<file path="config.mk">
export PLATFORM = sky130hd
export DESIGN_NAME = nvram_backup_flat
export DESIGN_NICKNAME = d
export VERILOG_FILES = /design/src/rtl/sms_pkg.sv /design/src/rtl/nvram_backup_if.sv /design/src/rtl/nvram_backup_edge_det.sv /design/src/rtl/nvram_backup.sv /design/src/flat_wrapper.sv
export SDC_FILE = /design/constraint.sdc
export NUM_CORES = 1
export LEC_CHECK = 0
export BUFFER_PORTS_ARGS = -buffer_cell sky130_fd_sc_hd__buf_2
export CAP_MARGIN = 20
export CELL_PAD_IN_SITES_DETAIL_PLACEMENT = 1
export CELL_PAD_IN_SITES_GLOBAL_PLACEMENT = 1
export CORE_MARGIN = 2
export CORE_UTILIZATION = 36
export DETAILED_ROUTE_END_ITERATION = 6
export HOLD_SLACK_MARGIN = 0.06
export PLACE_DENSITY_LB_ADDON = 0.1
export RECOVER_POWER = 25
export SLEW_MARGIN = 20
export SYNTH_ARGS = -nofsm -noshare
export SYNTH_HDL_FRONTEND = slang
export SYNTH_SLANG_ARGS = --single-unit
</file>
<file path="constraint.sdc">
create_clock -name clk_sys -period 2.4 [get_ports clk_sys]
set_input_delay 0.12 -clock clk_sys [delete_from_list [all_inputs] [get_ports clk_sys]]
set_output_delay 0.12 -clock clk_sys [all_outputs]
set_load 0.05 [all_outputs]
</file>
<file path="src/rtl/sms_pkg.sv">
// Shared types and constants for the SMS core backup-RAM logic.
// Latency: none (declarations only).
// Backpressure: not applicable.
package sms_pkg;

    localparam int SECTOR_BYTES = 512;
    localparam int SECTOR_AW    = $clog2(SECTOR_BYTES);

    // Sequencer states: waiting for a trigger, waiting for user_io to take
    // the sector request, and a sector actively moving over the buffer bus.
    typedef enum logic [1:0] {
        ST_IDLE = 2'd0,
        ST_REQ  = 2'd1,
        ST_XFER = 2'd2
    } bk_state_t;

endpackage

</file>
<file path="src/rtl/nvram_backup_if.sv">
// user_io sector handshake bundle between the backup sequencer and the SD side.
// Latency: none (wires only).
// Backpressure: the SD side paces every sector through sd_ack.
interface nvram_backup_if;
    import sms_pkg::*;

    logic [31:0]          sd_lba;
    logic                 sd_rd;
    logic                 sd_wr;
    logic                 sd_ack;
    logic [SECTOR_AW-1:0] sd_buff_addr;
    logic                 sd_buff_wr;

    // Sequencer side: issues sector requests, follows the SD buffer bus.
    modport master (
        output sd_lba, sd_rd, sd_wr,
        input  sd_ack, sd_buff_addr, sd_buff_wr
    );

    // user_io side: serves the requests and streams the sector bytes.
    modport slave (
        input  sd_lba, sd_rd, sd_wr,
        output sd_ack, sd_buff_addr, sd_buff_wr
    );

endinterface

</file>
<file path="src/rtl/nvram_backup_edge_det.sv">
// Registered rise/fall detector for a vector of level signals.
// Latency: rise/fall valid in the same cycle the input changes (one history flop).
// Backpressure: none; every input change is reported exactly once.
module edge_det #(
    parameter int W = 1
) (
    input  logic         clk_sys,
    input  logic         RESET_n,
    input  logic [W-1:0] sig,
    output logic [W-1:0] rise,
    output logic [W-1:0] fall
);

    logic [W-1:0] sig_q;

    // One-cycle history of the input.
    always_ff @(posedge clk_sys or negedge RESET_n) begin
        if (!RESET_n) begin
            sig_q <= '0;
        end else begin
            sig_q <= sig;
        end
    end

    assign rise = sig & ~sig_q;
    assign fall = ~sig & sig_q;

endmodule

</file>
<file path="src/rtl/nvram_backup.sv">
// Moves cartridge NVRAM between NVRAM port B and the SD save image, sector by sector.
// Latency: request one cycle after a trigger/ack edge; NVRAM writes follow sd_buff_wr combinationally.
// Backpressure: each sector waits for user_io sd_ack; a missing ack aborts after TIMEOUT cycles.
module nvram_backup
    import sms_pkg::*;
#(
    parameter int SECTORS = 64,
    parameter int SLOT_W  = 2,
    parameter int TIMEOUT = 1 << 24
) (
    input  logic                                clk_sys,
    input  logic                                RESET_n,
    input  logic                                ioctl_download,
    input  logic                                img_mounted,
    input  logic [31:0]                         img_size,
    input  logic                                bk_load,
    input  logic                                bk_save,
    input  logic [SLOT_W-1:0]                   slot,
    nvram_backup_if.master                      sd,
    output logic [$clog2(SECTORS)+SECTOR_AW-1:0] nvram_addr_b,
    output logic                                nvram_we_b,
    output logic                                bk_ena,
    output logic                                busy,
    output logic                                done,
    output logic                                err
);

    localparam int SEC_W = $clog2(SECTORS);
    localparam int CNT_W = (TIMEOUT > 2) ? $clog2(TIMEOUT) : 1;
    localparam logic [CNT_W-1:0] CNT_LAST = CNT_W'(TIMEOUT - 1);

    bk_state_t        state_q, state_nx;
    logic [31:0]      lba_q, lba_nx;
    logic             rd_q, rd_nx;
    logic             wr_q, wr_nx;
    logic             busy_q, busy_nx;
    logic             done_q, done_nx;
    logic             err_q, err_nx;
    logic             loading_q, loading_nx;
    logic [CNT_W-1:0] cnt_q, cnt_nx;
    logic             abort_q;
    logic             dl_q;
    logic             dl_rise;
    logic             bk_ena_q;
    logic             sector_last;
    logic             load_rise, load_fall;
    logic             save_rise, save_fall;
    logic             ack_rise, ack_fall;
    logic [1:0]       unused_fall;

    edge_det #(.W(1)) u_load_edge (
        .clk_sys (clk_sys),
        .RESET_n (RESET_n),
        .sig     (bk_load),
        .rise    (load_rise),
        .fall    (load_fall)
    );

    edge_det #(.W(1)) u_save_edge (
        .clk_sys (clk_sys),
        .RESET_n (RESET_n),
        .sig     (bk_save),
        .rise    (save_rise),
        .fall    (save_fall)
    );

    edge_det #(.W(1)) u_ack_edge (
        .clk_sys (clk_sys),
        .RESET_n (RESET_n),
        .sig     (sd.sd_ack),
        .rise    (ack_rise),
        .fall    (ack_fall)
    );

    // OSD triggers are level requests; only their rising edges matter.
    assign unused_fall = {load_fall, save_fall};

    assign dl_rise     = ioctl_download & ~dl_q;
    assign sector_last = &lba_q[SEC_W-1:0];

    // Save image validity: dropped by each new ROM download, raised by a
    // non-empty mount during it; a mount in the same cycle as the rise wins.
    always_ff @(posedge clk_sys or negedge RESET_n) begin
        if (!RESET_n) begin
            dl_q     <= 1'b0;
            bk_ena_q <= 1'b0;
        end else begin
            dl_q <= ioctl_download;
            if (ioctl_download && img_mounted && (img_size != 32'd0)) begin
                bk_ena_q <= 1'b1;
            end else if (dl_rise) begin
                bk_ena_q <= 1'b0;
            end
        end
    end

    // Abort latch: a download rise stops the running transfer at the next
    // safe point; it self-clears once the sequencer is back in IDLE.
    always_ff @(posedge clk_sys or negedge RESET_n) begin
        if (!RESET_n) begin
            abort_q <= 1'b0;
        end else begin
            abort_q <= dl_rise | (abort_q & (state_nx != ST_IDLE));
        end
    end

    // Sequencer state and output registers.
    always_ff @(posedge clk_sys or negedge RESET_n) begin
        if (!RESET_n) begin
            state_q   <= ST_IDLE;
            lba_q     <= '0;
            rd_q      <= 1'b0;
            wr_q      <= 1'b0;
            busy_q    <= 1'b0;
            done_q    <= 1'b0;
            err_q     <= 1'b0;
            loading_q <= 1'b0;
            cnt_q     <= '0;
        end else begin
            state_q   <= state_nx;
            lba_q     <= lba_nx;
            rd_q      <= rd_nx;
            wr_q      <= wr_nx;
            busy_q    <= busy_nx;
            done_q    <= done_nx;
            err_q     <= err_nx;
            loading_q <= loading_nx;
            cnt_q     <= cnt_nx;
        end
    end

    // Next-state and output decisions; done/err default low so they pulse.
    always_comb begin
        state_nx   = state_q;
        lba_nx     = lba_q;
        rd_nx      = rd_q;
        wr_nx      = wr_q;
        busy_nx    = busy_q;
        done_nx    = 1'b0;
        err_nx     = 1'b0;
        loading_nx = loading_q;
        cnt_nx     = cnt_q;

        case (state_q)
            ST_IDLE: begin
                if ((load_rise || save_rise) && bk_ena_q) begin
                    // Load wins when both triggers rise together.
                    loading_nx = load_rise;
                    lba_nx     = 32'({slot, {SEC_W{1'b0}}});
                    rd_nx      = load_rise;
                    wr_nx      = ~load_rise;
                    busy_nx    = 1'b1;
                    cnt_nx     = '0;
                    state_nx   = ST_REQ;
                end
            end

            ST_REQ: begin
                if (abort_q) begin
                    rd_nx    = 1'b0;
                    wr_nx    = 1'b0;
                    busy_nx  = 1'b0;
                    state_nx = ST_IDLE;
                end else if (ack_rise) begin
                    rd_nx    = 1'b0;
                    wr_nx    = 1'b0;
                    cnt_nx   = '0;
                    state_nx = ST_XFER;
                end else if (cnt_q == CNT_LAST) begin
                    rd_nx    = 1'b0;
                    wr_nx    = 1'b0;
                    busy_nx  = 1'b0;
                    err_nx   = 1'b1;
                    state_nx = ST_IDLE;
                end else begin
                    cnt_nx = cnt_q + 1'b1;
                end
            end

            ST_XFER: begin
                // The sector in flight always finishes; decisions wait for ack fall.
                if (ack_fall) begin
                    if (sector_last || abort_q) begin
                        busy_nx  = 1'b0;
                        done_nx  = ~abort_q;
                        state_nx = ST_IDLE;
                    end else begin
                        lba_nx   = lba_q + 32'd1;
                        rd_nx    = loading_q;
                        wr_nx    = ~loading_q;
                        cnt_nx   = '0;
                        state_nx = ST_REQ;
                    end
                end
            end

            default: begin
                state_nx = ST_IDLE;
            end
        endcase
    end

    assign sd.sd_lba = lba_q;
    assign sd.sd_rd  = rd_q;
    assign sd.sd_wr  = wr_q;

    assign nvram_addr_b = {lba_q[SEC_W-1:0], sd.sd_buff_addr};
    assign nvram_we_b   = sd.sd_buff_wr & sd.sd_ack & loading_q & busy_q;

    assign bk_ena = bk_ena_q;
    assign busy   = busy_q;
    assign done   = done_q;
    assign err    = err_q;

endmodule

</file>
<file path="src/flat_wrapper.sv">
// flat-port wrapper written by rule: the top's interface ports become plain ports
module nvram_backup_flat import sms_pkg::*;
#(
    parameter int SECTORS = 64,
    parameter int SLOT_W  = 2,
    parameter int TIMEOUT = 1 << 24
)
  (clk_sys, RESET_n, ioctl_download, img_mounted, img_size, bk_load, bk_save, slot, nvram_addr_b, nvram_we_b, bk_ena, busy, done, err, sd_sd_lba, sd_sd_rd, sd_sd_wr, sd_sd_ack, sd_sd_buff_addr, sd_sd_buff_wr);
  nvram_backup_if sd_i ();
  input  logic clk_sys;
  input  logic RESET_n;
  input  logic ioctl_download;
  input  logic img_mounted;
  input  logic [31:0] img_size;
  input  logic bk_load;
  input  logic bk_save;
  input  logic [SLOT_W-1:0] slot;
  output logic [$clog2(SECTORS)+SECTOR_AW-1:0] nvram_addr_b;
  output logic nvram_we_b;
  output logic bk_ena;
  output logic busy;
  output logic done;
  output logic err;
  output wire logic [$bits(sd_i.sd_lba)-1:0] sd_sd_lba;
  output wire logic [$bits(sd_i.sd_rd)-1:0] sd_sd_rd;
  output wire logic [$bits(sd_i.sd_wr)-1:0] sd_sd_wr;
  input wire logic [$bits(sd_i.sd_ack)-1:0] sd_sd_ack;
  input wire logic [$bits(sd_i.sd_buff_addr)-1:0] sd_sd_buff_addr;
  input wire logic [$bits(sd_i.sd_buff_wr)-1:0] sd_sd_buff_wr;
  assign sd_sd_lba = sd_i.sd_lba;
  assign sd_sd_rd = sd_i.sd_rd;
  assign sd_sd_wr = sd_i.sd_wr;
  assign sd_i.sd_ack = sd_sd_ack;
  assign sd_i.sd_buff_addr = sd_sd_buff_addr;
  assign sd_i.sd_buff_wr = sd_sd_buff_wr;
  nvram_backup #(.SECTORS(SECTORS), .SLOT_W(SLOT_W), .TIMEOUT(TIMEOUT)) u_core (.clk_sys(clk_sys), .RESET_n(RESET_n), .ioctl_download(ioctl_download), .img_mounted(img_mounted), .img_size(img_size), .bk_load(bk_load), .bk_save(bk_save), .slot(slot), .sd(sd_i), .nvram_addr_b(nvram_addr_b), .nvram_we_b(nvram_we_b), .bk_ena(bk_ena), .busy(busy), .done(done), .err(err));
endmodule
</file>
==> qor_table.md, run 1 <==
| Stage | Parameter | Value |
| --- | --- | --- |
| critical path | Master of the slowest instance on the critical path | a2111oi_4 |
| final layout | Fillcell total | 1360 |
| clock network | Maximum clock path buffer count | 2 |
| detailed routing | Via-per-instance ratio | 5.68 |
| yosys | Fraction of synthesis flops using an asynchronous set or reset pin | 100% |
| final layout | Area growth from synthesis to layout | 24.7% |
| critical path | Cell-by-cell listing of the critical path | inv_1, ha_2, nor2b_2, nor2_1, a2111oi_4, mux2_2 |
| detailed routing | Post-detailed-route wirelength per cell | 17.5 um |
| final layout | Area taken by multi-input logic gates | 2180 um^2 |
| critical path | WP data required | 2.62 ns |
| yosys | Synth top cells by count | dfrtp_1 (70), nand2_1 (38), a21oi_1 (37), nor2_1 (29), o31ai_1 (28) |
| global route | Congestion Overflow GR | 0 |
| final layout | Antenna diode count | 0 |
| floorplan | Core Rows | 39 |
| sta | Final setup skew | 0.0120 ns |
| critical path | Critical path fanouts, max | 6 |
| yosys | Yosys warning count | 0 |
| place | HPWL after detailed placement | 8.78 mm |
| yosys | Synthesized instance count | 451 |
| clock network | Total clock buffers created by CTS | 9 |
| power | Power consumption | 4.85 mW |
| outcome | Outcome | complete, no violations |
| clock network | CTS tree | built |
| power | Worst ir drop on vdd | 0.569 mV |
| detailed routing | DRC violation count after routing | 0 |
| power | P_leak | 2.31 nW |
| yosys | Number of library cell types mapped by synthesis | 59 |
| power | Pwr dens | 932 nW/um^2 |
| detailed routing | Via count | 3968 |
| critical path | Kind of cell adding the most delay to the critical path | compound AO/OA/AOI/OAI gates |
| sta | Setup Viol. Count Final | 0 |
| final layout | Fin util | 45.7% |
| floorplan | Die height | 112 um |
| yosys | Portion of the post-synthesis area used by sequential elements | 42.0% |
| clock network | Clk Latency, worst-skew pair | 0.35 ns |
| clock network | Clock-pin transition on the worst setup and hold timing paths | 0.05 ns |
| critical path | Buffer and inverter count on the worst path | 1 |
| detailed routing | Remaining antenna violation count after routing | 0 |
| place | Weighted congestion reported at the end of routability-driven placement | 0.756 |
| critical path | Endpoint type of the worst setup path | register |
| yosys | Largest cells by area after synthesis | dfrtp_1 (42%), o31ai_1 (5.0%), a21oi_1 (4.4%) |
| floorplan | Area of the core region | 11400 um^2 |
| yosys | Number of enable flip-flop cells after synthesis | 0 |
| critical path | Arrival time reported for the critical path endpoint | 2.48 ns |
| final layout | Register cell area after layout | 1750 um^2 |
| yosys | Dominant cell type by area after synthesis | dfrtp_1 |
| critical path | Startpoint class of the critical path | register |
| clock network | CTS root buf | clkbuf_16 |
| job | Max cap viols | 0 |
| critical path | Maximum single-stage delay on the critical path | 0.56 ns |
| yosys | Share of the synthesized area in the top cell type | 42.0% |
| detailed routing | Router iterations before antenna repair | 4 |
| yosys | Synthesized netlist net count | 508 |
| floorplan | Die footprint | 12500 um^2 |
| yosys | Register bit count reported by yosys | 70 |
| sta | Unrepaired setup endpoints after global routing | true |
| floorplan | Number of top-level pins | 105 |
| sta | Slew Limit Fails | 0 |
| global route | Antenna violations before repair | 0 |
| yosys | Leading register cell type out of synthesis | dfrtp_1 |
| yosys | Cell area after technology mapping | 4170 um^2 |
| global route | Largest net degree at the start of global routing | 29 |
| sta | Actual slew at the worst max-slew pin | 1.36 ns |
| place | Count of buffers from port buffering | 86 |
| final layout | # nets final | 607 |
| critical path | Path type of the worst setup path | register to register |
| global route | Global-route wire length before repair | 21.0 mm |
| global route | Via count of the first global-routing pass | 4226 |
| detailed routing | Wire length reported by the detailed router | 12.2 mm |
| worst hold path | Type of the tightest min-delay check | input pin to register |
| detailed routing | DRC marker count from the first detailed-route iteration | 91 |
| final layout | Fraction of final layout cells with drive strength greater than 1 | 26.1% |
| clock network | Depth of the CTS H-tree | 3 |
| sta | Period minus WS final | 2.25 ns |
| sta | Headroom to the max-slew limit | 9.23% |
| global route | Tot GR Track Use | 20.7% |
| sta | Final Hold Viols | 0 |
| floorplan | Floorplan die width | 112 um |
| sta | F_max | 444 MHz |
| floorplan | Initial Utilization | 36.6% |
| clock network | Number of sinks on the clock net | 70 |
| sta | Final period utilization | 93.8% |
| yosys | Cell with the most instances after synthesis | dfrtp_1 |
| yosys | Avg Inst Size Synth | 9.24 um^2 |
layout make-up:
class	count	area share (%)
well taps	143	3.44
repair buffers	123	13.8
flip-flops and latches	70	33.7
multi-input cells	332	42.0
clock inverters	4	1.35
inverters	14	1.01
clock buffers	12	4.74
through the flow:
stage	cell area [um^2]	hold slack, ns	setup WS, ns	instances	setup TNS (ns)
after floorplan	4170	-0.176	0.0231	451	0
after global placement	4770	0.149	0.0831	674	0
after detailed placement	4770	0.157	0.0226	674	0
after CTS	5160	0.130	0.00177	697	0
after global routing	5200	0.147	-0.0325	698	-0.0374
final	5200	0.136	0.149	698	0
final timing paths:
check	startpoint	cells past startpoint	endpoint	slack [ns]
min in group asynchronous	RESET_n	2	u_core.cnt_q[4]	0.61
setup reg to reg	u_core.state_q[1]	6	u_core.sd.sd_lba[6]	0.15
hold / removal	slot[1]	3	u_core.sd.sd_lba[7]	0.14
max in group asynchronous	RESET_n	3	u_core.sd.sd_lba[7]	0.59
setup / recovery	u_core.state_q[1]	6	u_core.sd.sd_lba[6]	0.15
hold reg to reg	u_core.cnt_q[7]	1	u_core.cnt_q[7]	0.51
logic make-up (layout without fill, tap and decap cells):
group                      Yosys count  after routing  share of synthesized area (%)
muxes                                8              8                           2.07
DFF                                 70             70                           42.0
and+or+nand+nor                    192            192                           26.6
buffers and inverters               49            153                           7.00
adders and majority gates            6              6                           1.80
AOI/OAI and AO/OA                  126            126                           20.5
repair_timing:
action                                  in CTS  in global routing
endpoints found under the setup margin       0                 40
hold buffers                                 7                  0
setup buffers                                0                  1
endpoints found under the hold margin       28                  0
resized for setup                            0                  9
cells in the final DEF, fill, tap and decap left out, drive strengths merged, types with 6 or more instances in the layout:
cell type / n
a21oi: 37
a31oi: 9
and3: 12
and4: 6
buf: 100
clkbuf: 28
dfrtp: 70
dlygate4sd3: 7
ha: 6
inv: 14
nand2: 39
nand2b: 6
nand3: 24
nand4: 15
nor2: 29
nor2b: 7
nor3: 8
nor4: 13
o21ai: 20
o31ai: 28
or4: 18
tightest hold or removal path, cell delays in order:
cell	delay, ns
buf_2	0.07
nor3_1	0.04
a211oi_1	0.19
sequential cells by signal, summed over array words and instances (netlist names):
signal / cells
u_core.sd.sd_lba: 32
u_core.cnt_q: 24
u_core.state_q: 2
u_core.abort_q: 1
u_core.bk_ena: 1
u_core.busy: 1
u_core.dl_q: 1
u_core.done: 1
u_core.err: 1
u_core.loading_q: 1
u_core.sd.sd_rd: 1
u_core.sd.sd_wr: 1
u_core.u_ack_edge.sig_q: 1
u_core.u_load_edge.sig_q: 1
u_core.u_save_edge.sig_q: 1
report_power, final:
part / leakage [nW] / switching (mW) / internal (mW)
registers: 0.949 / 0.110 / 1.29
clock network: 0.157 / 0.523 / 0.936
logic: 1.20 / 1.34 / 0.651
total: 2.31 / 1.97 / 2.87
per-layer routing:
layer  track usage (%)  vias up  wire, um
met5                 0        -         0
met3              4.52       18       427
met1              25.9     1980      5610
met2              34.8       76      5910
li1                  -     1894         -
met4              8.31        0       241
(Power assumes the default switching activity.)
==> run 2: changes to the inputs <==
Settings changed: PLACE_DENSITY set to 0.8, PLACE_DENSITY_LB_ADDON 0.1 to unset.
==> run 2 against run 1 <==
The flow now finishes with violations (max-capacitance violations, max-slew violations). Via count rose by 1.4%. Critical endpoint is now u_core.cnt_q[16]. Core utilization up 0.24 points. Critical path type unchanged. Clock skew fell by 0.0054 ns. Register-to-register slack is essentially flat. Sequential cell count unchanged.
==> qor_table.md, run 2 (same netlist as run 1, synthesis figures left out) <==
| Stage | Parameter | Value | Delta |
| --- | --- | --- | --- |
| outcome | Outcome | complete, but fails checks | was complete, no violations |
| outcome | Violations in the final reports | max-capacitance violations, max-slew violations |  |
| critical path | Cell-by-cell listing of the critical path | ha_1, nand3_1, o31a_1, nand3_2, buf_12, or4_1, a21oi_1 | was inv_1, ha_2, nor2b_2, nor2_1, a2111oi_4, mux2_2 |
| floorplan | Number of top-level pins | 105 | unchanged |
| sta | Headroom to the max-slew limit | -17.6% | was 9.23% |
| clock network | Depth of the CTS H-tree | 3 | unchanged |
| power | Switching power | 1.97 mW | about the same |
| critical path | Endpoint type of the worst setup path | register | unchanged |
| detailed routing | Post-detailed-route wirelength per cell | 18.1 um | was 17.5 um |
| final layout | Number of flip-flops in the largest register | 32 | unchanged |
| critical path | WP data required | 2.66 ns | was 2.62 ns |
| final layout | Area growth from synthesis to layout | 25.4% | was 24.7% |
| final layout | Antenna diode count | 0 | unchanged |
| global route | Largest net degree at the start of global routing | 71 | was 29 |
| detailed routing | Via count | 4024 | was 3968 |
| place | Count of buffers from port buffering | 86 | unchanged |
| critical path | Arrival time reported for the critical path endpoint | 2.52 ns | was 2.48 ns |
| critical path | Master of the slowest instance on the critical path | or4_1 | was a2111oi_4 |
| power | P_leak | 2.36 nW | was 2.31 nW |
| sta | Period minus WS final | 2.26 ns | was 2.25 ns |
| power | Worst ir drop on vdd | 0.575 mV | was 0.569 mV |
| sta | Final period utilization | 94.3% | was 93.8% |
| sta | Setup Viol. Count Final | 0 | unchanged |
| critical path | Startpoint class of the critical path | register | unchanged |
| power | Power consumption | 4.91 mW | was 4.85 mW |
| global route | Via count of the first global-routing pass | 4341 | was 4226 |
| worst hold path | Start point of the worst hold path | img_size[4] | was slot[1] |
| clock network | CTS tree | built | unchanged |
| clock network | Number of sinks on the clock net | 70 | unchanged |
| place | Weighted congestion reported at the end of routability-driven placement | 0.826 | was 0.756 |
| detailed routing | Router iterations before antenna repair | 4 | unchanged |
| floorplan | Initial Utilization | 36.6% | unchanged |
| global route | Tot GR Track Use | 20.6% | was 20.7% |
| power | Share of total power in sequential cells | 28.4% | was 28.8% |
| clock network | Maximum clock path buffer count | 2 | unchanged |
| final layout | Fin util | 46.0% | was 45.7% |
| clock network | Clock-pin transition on the worst setup and hold timing paths | 0.06 ns | was 0.05 ns |
| clock network | CTS root buf | clkbuf_16 | unchanged |
| global route | Global-route wire length before repair | 21.1 mm | was 21.0 mm |
| global route | Antenna violations before repair | 0 | unchanged |
| detailed routing | Via-per-instance ratio | 5.78 | was 5.68 |
| floorplan | Core Rows | 39 | unchanged |
| detailed routing | DRC violation count after routing | 0 | unchanged |
| floorplan | Die footprint | 12500 um^2 | unchanged |
| sta | Unrepaired setup endpoints after global routing | true | unchanged |
| floorplan | Die height | 112 um | unchanged |
| final layout | Fraction of final layout cells with drive strength greater than 1 | 27.8% | was 26.1% |
| sta | F_max | 442 MHz | was 444 MHz |
| sta | Final Hold Viols | 0 | unchanged |
| power | Gate power share | 40.9% | was 41.1% |
| floorplan | Floorplan die width | 112 um | unchanged |
| critical path | Maximum single-stage delay on the critical path | 0.49 ns | was 0.56 ns |
| final layout | Commonest non-fill, non-tap cells in the layout | buf_2 (82), dfrtp_1 (70), nand2_1 (38), a21oi_1 (37), nor2_1 (29) | was buf_2 (71), dfrtp_1 (70), nand2_1 (38), a21oi_1 (37) |
| job | Max cap viols | 1 | was 0 |
| sta | Actual slew at the worst max-slew pin | 1.76 ns | was 1.36 ns |
| power | Share of total power in the clock network | 30.7% | was 30.1% |
| clock network | Clk Latency, worst-skew pair | 0.34 ns | was 0.35 ns |
| critical path | Path type of the worst setup path | register to register | unchanged |
| power | Pwr dens | 940 nW/um^2 | was 932 nW/um^2 |
| detailed routing | Remaining antenna violation count after routing | 0 | unchanged |
| critical path | R2r startpoint | u_core.sd.sd_lba[1] | was u_core.state_q[1] |
| critical path | Critical path fanouts, max | 36 | was 6 |
| sta | Slew Limit Fails | 71 | was 0 |
| critical path | Worst Setup SP | u_core.sd.sd_lba[1] | was u_core.state_q[1] |
| power | Switching part of the total power | 40.1% | was 40.7% |
| detailed routing | DRC marker count from the first detailed-route iteration | 128 | was 91 |
| worst hold path | Type of the tightest min-delay check | input pin to register | unchanged |
| power | Cell-internal power | 2.94 mW | was 2.87 mW |
| final layout | Most common library cell in the layout ignoring fill and taps | buf_2 | unchanged |
| sta | Setup TNS | 0 ns | unchanged |
| global route | Congestion Overflow GR | 0 | unchanged |
| sta | Final setup skew | 0.00665 ns | was 0.0120 ns |
| detailed routing | Wire length reported by the detailed router | 12.6 mm | was 12.2 mm |
| place | HPWL after detailed placement | 8.90 mm | was 8.78 mm |
| floorplan | Area of the core region | 11400 um^2 | unchanged |
| final layout | # nets final | 605 | was 607 |
| clock network | Total clock buffers created by CTS | 9 | unchanged |
## run 2: worst paths after layout
| kind | to | slack, ns | depth (start not counted) |
|---|---|---|---|
| max | u_core.cnt_q[16] | 0.14 | 7 |
| min in group asynchronous | u_core.cnt_q[10] | 0.88 | 3 |
| min | u_core.bk_ena | 0.14 | 5 |
| max in group asynchronous | u_core.sd.sd_lba[21] | 0.47 | 3 |
| min reg2reg | u_core.cnt_q[7] | 0.52 | 1 |
| max reg2reg | u_core.cnt_q[16] | 0.14 | 7 |
## run 2: worst max-delay path: cells and delay by family, from the launching register on
family	cells	cell delay (ns)
AO/OA/AOI/OAI	2	0.43
adder cells (fa/ha/maj)	1	0.26
buffers and inverters	1	0.18
flip-flops	1	0.45
AND/OR/NAND/NOR	3	0.85
## run 2: power groups by stage
stage / Combinational (mW) / Sequential (mW) / Clock [mW]
after floorplan: 1.14 / 1.57 / 0
after global routing: 2.19 / 1.41 / 1.58
after CTS: 1.98 / 1.40 / 1.53
after detailed placement: 1.95 / 1.42 / 0
final: 2.01 / 1.40 / 1.51
after global placement: 1.86 / 1.41 / 0
## run 2: final cells by class
| cell class | instances | area (um^2) |
|---|---|---|
| clock buffers | 13 | 270 |
| fillers | 1355 | 6140 |
| well taps | 143 | 179 |
| flip-flops and latches | 70 | 1750 |
| repair buffers | 121 | 728 |
| inverters | 14 | 52.6 |
| clock inverters | 3 | 65.1 |
| multi-input cells | 332 | 2180 |
## run 2: stage by stage
| step | hold slack, ns | area, um^2 | cells | worst slack (ns) |
|---|---|---|---|---|
| 5_1_grt | 0.185 | 5230 | 696 | -0.00480 |
| 2_1_floorplan | -0.176 | 4170 | 451 | 0.0231 |
| 3_3_place_gp | 0.183 | 4780 | 671 | 0.0860 |
| 3_5_place_dp | 0.181 | 4780 | 671 | 0.00325 |
| 4_1_cts | 0.144 | 5190 | 694 | 0.0428 |
| 6_report | 0.144 | 5230 | 696 | 0.137 |
## run 2: what timing repair did
action | in CTS | in global routing
hold buffers | 7 | 0
setup buffers | 0 | 2
hold endpoints to repair | 76 | 0
pin swaps | 1 | 2
setup endpoints to repair | 2 | 38
resized for setup | 2 | 7
gates cloned | 0 | 0
## run 2: layer usage
layer  global-route usage (%)  share of wire (%)  wire [um]  vias to the layer above
met5                        0                  0          0                        -
met4                     7.98                2.4        297                        0
met3                     4.74                3.4        425                       30
li1                         -                  -          -                     1884
met1                     23.7                 41       5200                     2033
met2                     37.2                 53       6660                       77
==> run 3: changes to the inputs <==
Settings changed: CORE_ASPECT_RATIO set to 1.1.
==> run 3 against run 2 <==
The run still ends with max-capacitance violations, max-slew violations left. Critical path depth increased by 2. Die area about the same. Final area increased by 0.74%. Critical endpoint is now u_core.cnt_q[11].
==> qor_table.md, run 3 (same netlist as run 1, synthesis figures left out) <==
| Stage | Parameter | Value | Delta |
| --- | --- | --- | --- |
| global route | Largest net degree at the start of global routing | 41 | was 71 |
| global route | Tot GR Track Use | 21.1% | was 20.6% |
| clock network | Maximum clock path buffer count | 2 | unchanged |
| final layout | Most common library cell in the layout ignoring fill and taps | buf_2 | unchanged |
| detailed routing | DRC marker count from the first detailed-route iteration | 114 | was 128 |
| detailed routing | Router iterations before antenna repair | 4 | unchanged |
| outcome | Violations in the final reports | max-capacitance violations, max-slew violations | unchanged |
| detailed routing | Wire length reported by the detailed router | 12.9 mm | was 12.6 mm |
| detailed routing | Via count | 4028 | was 4024 |
| final layout | Non-filler instance count after layout | 703 | was 696 |
| critical path | Critical path fanouts, max | 18 | was 36 |
| power | Pwr dens | 963 nW/um^2 | was 940 nW/um^2 |
| final layout | Fin util | 46.2% | was 46.0% |
| final layout | Post-route cell area | 5260 um^2 | was 5230 um^2 |
| floorplan | Initial Utilization | 36.6% | about the same |
| place | Total cell area at the placement stage | 4800 um^2 | was 4780 um^2 |
| sta | F_max | 441 MHz | was 442 MHz |
| floorplan | Floorplan die width | 107 um | was 112 um |
| clock network | CTS tree | built | unchanged |
| power | Power consumption | 5.07 mW | was 4.91 mW |
| floorplan | Core Rows | 41 | was 39 |
| power | Share of total power in the clock network | 29.5% | was 30.7% |
| outcome | Outcome | complete, but fails checks | unchanged |
| final layout | Register cell area after layout | 1750 um^2 | unchanged |
| detailed routing | Via-per-instance ratio | 5.73 | was 5.78 |
| clock network | Total clock buffers created by CTS | 9 | unchanged |
| clock network | Number of sinks on the clock net | 70 | unchanged |
| critical path | Maximum single-stage delay on the critical path | 0.51 ns | was 0.49 ns |
| place | Weighted congestion reported at the end of routability-driven placement | 0.883 | was 0.826 |
| sta | Headroom to the max-slew limit | -19.1% | was -17.6% |
| power | Worst ir drop on vdd | 0.469 mV | was 0.575 mV |
| final layout | Commonest non-fill, non-tap cells in the layout | buf_2 (78), dfrtp_1 (70), nand2_1 (38), a21oi_1 (35), nor2_1 (29) | was buf_2 (82), dfrtp_1 (70), nand2_1 (38), a21oi_1 (37), nor2_1 (29) |
| floorplan | Die footprint | 12500 um^2 | about the same |
| critical path | Endpoint type of the worst setup path | register | unchanged |
| final layout | # nets final | 605 | unchanged |
| global route | Via count of the first global-routing pass | 4240 | was 4341 |
| worst hold path | Type of the tightest min-delay check | input pin to register | unchanged |
| sta | Final period utilization | 94.5% | was 94.3% |
| power | Cell-internal power | 2.98 mW | was 2.94 mW |
| clock network | CTS root buf | clkbuf_16 | unchanged |
| floorplan | Area of the core region | 11400 um^2 | about the same |
| critical path | Arrival time reported for the critical path endpoint | 2.54 ns | was 2.52 ns |
| detailed routing | Post-detailed-route wirelength per cell | 18.4 um | was 18.1 um |
| power | Share of total power in sequential cells | 27.7% | was 28.4% |
| global route | Congestion Overflow GR | 0 | unchanged |
| global route | Antenna violations before repair | 0 | unchanged |
| clock network | Depth of the CTS H-tree | 3 | unchanged |
| final layout | Fraction of final layout cells with drive strength greater than 1 | 27.1% | was 27.8% |
| sta | Period minus WS final | 2.27 ns | was 2.26 ns |
| critical path | Path type of the worst setup path | register to register | unchanged |
| sta | Setup Viol. Count Final | 0 | unchanged |
| detailed routing | DRC violation count after routing | 0 | unchanged |
| critical path | WP data required | 2.67 ns | was 2.66 ns |
| place | Cell count after placement | 678 | was 671 |
| critical path | Startpoint class of the critical path | register | unchanged |
| power | Switching power | 2.08 mW | was 1.97 mW |
| clock network | Clock-pin transition on the worst setup and hold timing paths | 0.06 ns | about the same |
| final layout | Area growth from synthesis to layout | 26.3% | was 25.4% |
| job | Max cap viols | 1 | unchanged |
| critical path | Master of the slowest instance on the critical path | or4_1 | unchanged |
| critical path | Kind of cell adding the most delay to the critical path | simple AND/OR/NAND/NOR gates | unchanged |
| sta | Final setup skew | 0.00857 ns | was 0.00665 ns |
| sta | Slew Limit Fails | 31 | was 71 |
| sta | Actual slew at the worst max-slew pin | 1.79 ns | was 1.76 ns |
| place | HPWL after detailed placement | 9.08 mm | was 8.90 mm |
| detailed routing | Remaining antenna violation count after routing | 0 | unchanged |
| sta | Final Hold Viols | 0 | unchanged |
| final layout | Area taken by multi-input logic gates | 2180 um^2 | about the same |
| global route | Global-route wire length before repair | 21.0 mm | was 21.1 mm |
| final layout | Fillcell total | 1363 | was 1355 |
| final layout | Number of flip-flops in the largest register | 32 | unchanged |
| power | P_leak | 2.36 nW | about the same |
| clock network | Clk Latency, worst-skew pair | 0.34 ns | about the same |
| floorplan | Number of top-level pins | 105 | unchanged |
| floorplan | Die height | 117 um | was 112 um |
| power | Gate power share | 42.8% | was 40.9% |
| final layout | Antenna diode count | 0 | unchanged |
| critical path | Cell-by-cell listing of the critical path | inv_1, ha_2, buf_4, o21ai_1, o31a_1, nand3_4, buf_12, or4_1, a21oi_2 | was ha_1, nand3_1, o31a_1, nand3_2, buf_12, or4_1, a21oi_1 |
| critical path | Buffer and inverter count on the worst path | 3 | was 1 |
| power | Switching part of the total power | 41.1% | was 40.1% |
| place | Count of buffers from port buffering | 86 | unchanged |
## run 3: power groups by stage
| stage | logic (mW) | clock network, mW | registers, mW |
|---|---|---|---|
| 6_report | 2.17 | 1.50 | 1.40 |
| 5_1_grt | 2.35 | 1.57 | 1.41 |
| 4_1_cts | 2.01 | 1.52 | 1.40 |
| 3_5_place_dp | 1.98 | 0 | 1.42 |
| 3_3_place_gp | 1.90 | 0 | 1.40 |
| 2_1_floorplan | 1.14 | 0 | 1.57 |
## run 3: what timing repair did
action / CTS / global route
resized for setup: 0 / 9
setup endpoints to repair: 0 / 20
setup buffers: 0 / 1
hold buffers: 7 / 0
endpoints found under the hold margin: 36 / 0
## run 3: metal layers
layer,wire (um),GRT usage [%],vias to the layer above
li1,-,-,1886
met1,5540,25.4,2041
met2,6750,37.6,73
met3,351,3.60,28
met4,278,8.92,0
met5,0,0,-
## run 3: worst paths after layout
path / depth (start not counted) / start / end / slack [ns]
hold reg to reg: 1 / u_core.cnt_q[7] / u_core.cnt_q[7] / 0.52
setup / recovery: 9 / u_core.state_q[0] / u_core.cnt_q[11] / 0.13
max in group asynchronous: 2 / RESET_n / u_core.sd.sd_lba[13] / 0.57
hold / removal: 5 / img_size[14] / u_core.bk_ena / 0.15
setup reg to reg: 9 / u_core.state_q[0] / u_core.cnt_q[11] / 0.13
min in group asynchronous: 2 / RESET_n / u_core.cnt_q[0] / 0.79
## run 3: worst min-delay path, cell delays in order
cell and delay (ns):
buf_2 0.08, nor4_1 0.04, nand4_1 0.06, o211ai_1 0.07, o21ai_0 0.08
## run 3: cell type report
type / count / share of cell area, %
Sequential cell: 70 / 33.3
Tap cell: 150 / 3.57
Clock inverter: 5 / 1.55
Timing Repair Buffer: 121 / 14.4
Clock buffer: 11 / 4.80
Inverter: 14 / 0.998
Multi-Input combinational cell: 332 / 41.5
## run 3: per-stage QoR
| stage | hold WS [ns] | TNS, ns | worst slack [ns] |
|---|---|---|---|
| finish | 0.155 | 0 | 0.132 |
| global route | 0.182 | -0.00156 | -0.00156 |
| CTS | 0.160 | 0 | 0.0563 |
| detailed placement | 0.235 | 0 | 0.125 |
| global placement | 0.210 | 0 | 0.235 |
| floorplan | -0.176 | 0 | 0.0231 |
